==> src/rtl/mem_bus_arbiter_pkg.sv <==
// rtl/mem_bus_arbiter_pkg.sv - state and owner encodings shared by the memory bus arbiter
package mem_bus_arbiter_pkg;

  typedef enum logic [1:0] {
    ST_IDLE  = 2'd0,
    ST_ISSUE = 2'd1,
    ST_WAIT  = 2'd2,
    ST_RESP  = 2'd3
  } state_t;

  localparam logic OWN_INST = 1'b0;
  localparam logic OWN_DATA = 1'b1;

endpackage

==> src/rtl/mem_arb_pick.sv <==
// rtl/mem_arb_pick.sv - combinational winner select between fetch and data requesters
// ARB_RR_EN defined: round-robin on ties; undefined: data always wins.
module mem_arb_pick
  import mem_bus_arbiter_pkg::*;
(
  input  logic inst_req,
  input  logic data_req,
  input  logic last_owner,
  output logic winner
);

`ifdef ARB_RR_EN
  always_comb begin
    winner = OWN_INST;
    if (inst_req && data_req) begin
      winner = (last_owner == OWN_INST) ? OWN_DATA : OWN_INST;
    end else if (data_req) begin
      winner = OWN_DATA;
    end
  end
`else
  // The MEM-stage stall freezes fetch, so starving inst here is harmless.
  logic w_unused;
  assign w_unused = last_owner ^ inst_req;
  assign winner   = data_req ? OWN_DATA : OWN_INST;
`endif

endmodule

==> src/rtl/mem_bus_arbiter.sv <==
// rtl/mem_bus_arbiter.sv - shares one memory port between fetch and load/store requesters
// ARB_RR_EN defined adds a last-owner pointer for round-robin tie breaking.
module mem_bus_arbiter
  import mem_bus_arbiter_pkg::*;
#(
  parameter int ADDR_W = 32,
  parameter int DATA_W = 32
) (
  input  logic                clk,
  input  logic                resetn,
  input  logic                inst_req,
  input  logic [ADDR_W-1:0]   inst_addr,
  output logic [DATA_W-1:0]   inst_rdata,
  output logic                inst_ok,
  input  logic                data_req,
  input  logic                data_wr,
  input  logic [ADDR_W-1:0]   data_addr,
  input  logic [DATA_W-1:0]   data_wdata,
  input  logic [DATA_W/8-1:0] data_be,
  output logic [DATA_W-1:0]   data_rdata,
  output logic                data_ok,
  output logic                mem_req,
  output logic                mem_wr,
  output logic [ADDR_W-1:0]   mem_addr,
  output logic [DATA_W-1:0]   mem_wdata,
  output logic [DATA_W/8-1:0] mem_be,
  input  logic                mem_gnt,
  input  logic                mem_rvalid,
  input  logic [DATA_W-1:0]   mem_rdata,
  output logic                busy
);

  localparam int BE_W = DATA_W / 8;

  state_t            r_state;
  logic              r_owner;
  logic              r_mem_req;
  logic              r_mem_wr;
  logic [ADDR_W-1:0] r_mem_addr;
  logic [DATA_W-1:0] r_mem_wdata;
  logic [BE_W-1:0]   r_mem_be;
  logic [DATA_W-1:0] r_inst_rdata;
  logic [DATA_W-1:0] r_data_rdata;
  logic              r_inst_ok;
  logic              r_data_ok;
  logic              w_winner;
  logic              w_last_owner;

`ifdef ARB_RR_EN
  logic r_last;
  assign w_last_owner = r_last;
`else
  assign w_last_owner = OWN_INST;
`endif

  mem_arb_pick u_pick (
    .inst_req   (inst_req),
    .data_req   (data_req),
    .last_owner (w_last_owner),
    .winner     (w_winner)
  );

  always_ff @(posedge clk) begin
    if (!resetn) begin
      r_state      <= ST_IDLE;
      r_owner      <= OWN_INST;
      r_mem_req    <= 1'b0;
      r_mem_wr     <= 1'b0;
      r_mem_addr   <= '0;
      r_mem_wdata  <= '0;
      r_mem_be     <= '0;
      r_inst_rdata <= '0;
      r_data_rdata <= '0;
      r_inst_ok    <= 1'b0;
      r_data_ok    <= 1'b0;
`ifdef ARB_RR_EN
      r_last       <= OWN_INST;
`endif
    end else begin
      case (r_state)
        ST_IDLE: begin
          if (inst_req || data_req) begin
            r_owner   <= w_winner;
            r_mem_req <= 1'b1;
            r_state   <= ST_ISSUE;
`ifdef ARB_RR_EN
            r_last    <= w_winner;
`endif
            if (w_winner == OWN_DATA) begin
              r_mem_addr  <= data_addr;
              r_mem_wr    <= data_wr;
              r_mem_wdata <= data_wdata;
              r_mem_be    <= data_wr ? data_be : '1;
            end else begin
              r_mem_addr  <= inst_addr;
              r_mem_wr    <= 1'b0;
              r_mem_wdata <= '0;
              r_mem_be    <= '1;
            end
          end
        end
        ST_ISSUE: begin
          // A same-cycle rvalid is dropped; memory never answers before the grant.
          if (mem_gnt) begin
            r_mem_req <= 1'b0;
            r_state   <= ST_WAIT;
          end
        end
        ST_WAIT: begin
          if (mem_rvalid) begin
            if (r_owner == OWN_DATA) begin
              if (!r_mem_wr) r_data_rdata <= mem_rdata;
              r_data_ok <= 1'b1;
            end else begin
              r_inst_rdata <= mem_rdata;
              r_inst_ok    <= 1'b1;
            end
            r_state <= ST_RESP;
          end
        end
        ST_RESP: begin
          r_inst_ok <= 1'b0;
          r_data_ok <= 1'b0;
          r_state   <= ST_IDLE;
        end
        default: r_state <= ST_IDLE;
      endcase
    end
  end

  assign mem_req    = r_mem_req;
  assign mem_wr     = r_mem_wr;
  assign mem_addr   = r_mem_addr;
  assign mem_wdata  = r_mem_wdata;
  assign mem_be     = r_mem_be;
  assign inst_rdata = r_inst_rdata;
  assign data_rdata = r_data_rdata;
  assign inst_ok    = r_inst_ok;
  assign data_ok    = r_data_ok;
  assign busy       = (r_state != ST_IDLE);

endmodule

==> config.mk <==
export PLATFORM = sky130hd
export DESIGN_NAME = mem_bus_arbiter
export DESIGN_NICKNAME = d
export VERILOG_FILES = /design/src/rtl/mem_bus_arbiter_pkg.sv /design/src/rtl/mem_arb_pick.sv /design/src/rtl/mem_bus_arbiter.sv
export SDC_FILE = /design/constraint.sdc
export NUM_CORES = 1
export LEC_CHECK = 0
export ABC_AREA = 1
export BUFFER_PORTS_ARGS = -buffer_cell sky130_fd_sc_hd__buf_2
export CAP_MARGIN = 20
export CORE_MARGIN = 2
export CORE_UTILIZATION = 25
export CTS_BUF_LIST = sky130_fd_sc_hd__clkbuf_8
export CTS_CLUSTER_DIAMETER = 40
export DETAILED_ROUTE_END_ITERATION = 8
export GPL_TIMING_DRIVEN = 0
export HOLD_SLACK_MARGIN = 0.06
export PLACE_DENSITY_LB_ADDON = 0.1
export SETUP_SLACK_MARGIN = 0.5
export SYNTH_ARGS = -nofsm -noshare
export SYNTH_HDL_FRONTEND = slang
export SYNTH_SLANG_ARGS = --single-unit
==> constraint.sdc <==
create_clock -name clk -period 2.9 [get_ports clk]
set_clock_uncertainty 0.15 [all_clocks]
set_input_delay 0.29 -clock clk [delete_from_list [all_inputs] [get_ports clk]]
set_output_delay 0.29 -clock clk [all_outputs]
set_load 0.01 [all_outputs]
==> reports/results.tsv <==
metric	value	unit
n_antenna_cell	0	
status	completed	
slowest_delay	0.56	ns
num_vias	6130	
hold_viol	0	
path_clk_slew	0.09	ns
antenna_left	0	
die_area	23300	um2
syn_to_final_growth	62.8	%
via_per_inst	4.19	
synth_common_cells	nand2_1, nor2_1, dfxtp_1, o21ai_0, a21oi_1	
crit_type	input port to register	
power_density	707	nW/um2
synth_nets	889	
yosysTopAreaCell	dfxtp_1	
synthMostInstantiatedCell	nand2_1	
min_path_type	input port to register	
cts_tree	done	
htreeDepth	4	
cts_root_buffer	clkbuf_8	
finalCriticalPeriod	2.03	ns
wl_met1	8.88	mm
avgSynthCellArea	7.43	um2
rows	54	
drv_slew	0	
period_share	0.700	
crit_family	buffers and inverters	
grt_overflow_total	0	
synth-edff-count	0	
cap_violations	0	
fmax	0.493	GHz
endpoint_kind	register	
async_flop_share	0	
worstMarginPinSlew	0.542	ns
insertion_delay	0.45	ns
cts_sinks	139	
drc	0	
synth_cell_types	25	
drt_iter0_markers	178	
crit_slowest_cell	dlygate4sd3_1	
yosys-top-cells-area	dfxtp_1, nand2_1, nor2_1	
grt_pass1_vias	6291	
critPathLaunchType	input port	
portBuffers	274	
grt_use_total	0.167	
dp.cells	1298	
core-area	21800	um2
dp_hpwl	13.9	mm
dr_wl_met2	8.84	mm
cts_buffer_depth	2	
final_cells	1464	
ir_drop	0.306	mV
crit_buf_inv	5	
relSlewSlack	0.638	
finalSetupTns	0	ns
gp_congestion	0.795	
fin_nets	1316	
die_y	153	um
synth.yosys.seq_area_share	0.503	
placed_area	7250	um2
postSynthCellCount	744	
die_x	153	um
final_cell_area	9000	um2
setup_violations	0	
crit_required	3.09	ns
route.met3.wl	1.21	mm
top_layer	met4	
ys_seq_elements	139	
whs	0.106	ns
rsz0062_at_grt	no	
synth_top_area_frac	0.503	
total_power	6370	uW
crit_path_max_fanout	10	
ys_warn_count	0	
ys.flop_type	dfxtp_1	
wire_per_inst	13.2	um
leakage	0.00436	uW
drt-pass1-iter-count	4	
synth_area	5530	um2
cp.arrival	2.22	ns
grt_antenna_before_repair	0	
drt-total-wl	19.4	mm
drive_gt1_frac	0.300	
cts_buffers	17	
grt_pass1_wl	31.4	mm
initial_core_util	0.254	
crit_chain	dlygate4sd3_1 -> buf_6 -> inv_1 -> buf_2 -> nand2_1 -> nand2_1 -> dlygate4sd3_1 -> nor2_1 -> nor2_1	
grt_max_degree	17	
postCtsSetupBuffers	0	
ios	276	
## metrics by stage
step / util / setup slack [ns]
global route: 0.414 / 0.721
finish: 0.414 / 0.871
floorplan: - / 1.34
detailed placement: 0.333 / 0.988
CTS: 0.414 / 0.877
global placement: 0.333 / 0.994
## kinds of logic (layout without fill, tap and decap cells)
kind of cell    after synthesis  count (layout)  synth area share
buf+inv                      97             537            0.0826
fa+ha+maj                     6               6            0.0136
simple gates                333             333             0.241
compound gates              169             169             0.160
flops                       139             139             0.503
## final cells by class
class                           instances  area (um2)
Multi-Input combinational cell        508        2290
Clock buffer                           18         248
Sequential cell                       139        2780
Timing Repair Buffer                  408        2710
Fill cell                            2321       12800
Buffer                                 46         263
Clock inverter                         14         160
Inverter                               51         194
Tap cell                              280         350
## layout by cell type, fill, tap and decap left out
master	instances
buf_2	286
nand2_1	167
nor2_1	144
dfxtp_1	139
dlygate4sd3_1	134
o21ai_0	91
a21oi_1	58
inv_1	50
clkbuf_1	19
clkbuf_8	18
nand2_2	10
a21oi_2	10
o21ai_1	10
ha_1	6
buf_6	4
buf_4	4
nand3_1	4
clkinvlp_4	4
inv_6	4
buf_1	3
nand4_1	3
nor2_8	2
clkbuf_2	2
or2_2	2
bufinv_16	2
inv_8	2
inv_4	1
clkinv_1	1
buf_8	1
buf_12	1
nand3_2	1
clkinv_4	1
## worst register-to-register path: cells and delay by family (launching register included)
kind | cells | cell delay (ns)
buf+inv | 2 | 0.58
flops | 1 | 0.40
fa+ha+maj | 1 | 0.28
simple gates | 1 | 0.21
compound gates | 1 | 0.16
## sequential cells by signal (all words and copies together), names as in the netlist
| signal | count |
|---|---|
| mem_be | 4 |
| inst_ok | 1 |
| mem_req | 1 |
| mem_wdata | 32 |
| r_owner | 1 |
| data_rdata | 32 |
| data_ok | 1 |
| mem_wr | 1 |
| r_state | 2 |
| inst_rdata | 32 |
| mem_addr | 32 |
## layer usage
layer | vias to the layer above | global-route usage
li1 | 3204 | -
met1 | 2702 | 0.206
met2 | 193 | 0.274
met3 | 31 | 0.0464
met4 | 0 | 0.0661
met5 | - | 0
## worst paths after layout
check,slack (ns),depth (start not counted),to,from
hold reg to reg,0.30,2,inst_rdata[0],inst_rdata[0]
hold / removal,0.11,3,mem_wr,data_wr
setup / recovery,0.87,9,mem_addr[20],data_req
setup reg to reg,0.98,5,inst_rdata[28],r_state[0]
## report_power, final
group,internal [uW],switching (uW)
sequential,2290,184
combinational,933,1300
clock,807,854
## timing repair
item,in CTS,in global routing
hold buffers,134,0
resized for setup,0,0
endpoints found under the hold margin,134,0
Power figures use the tool's default switching activity.
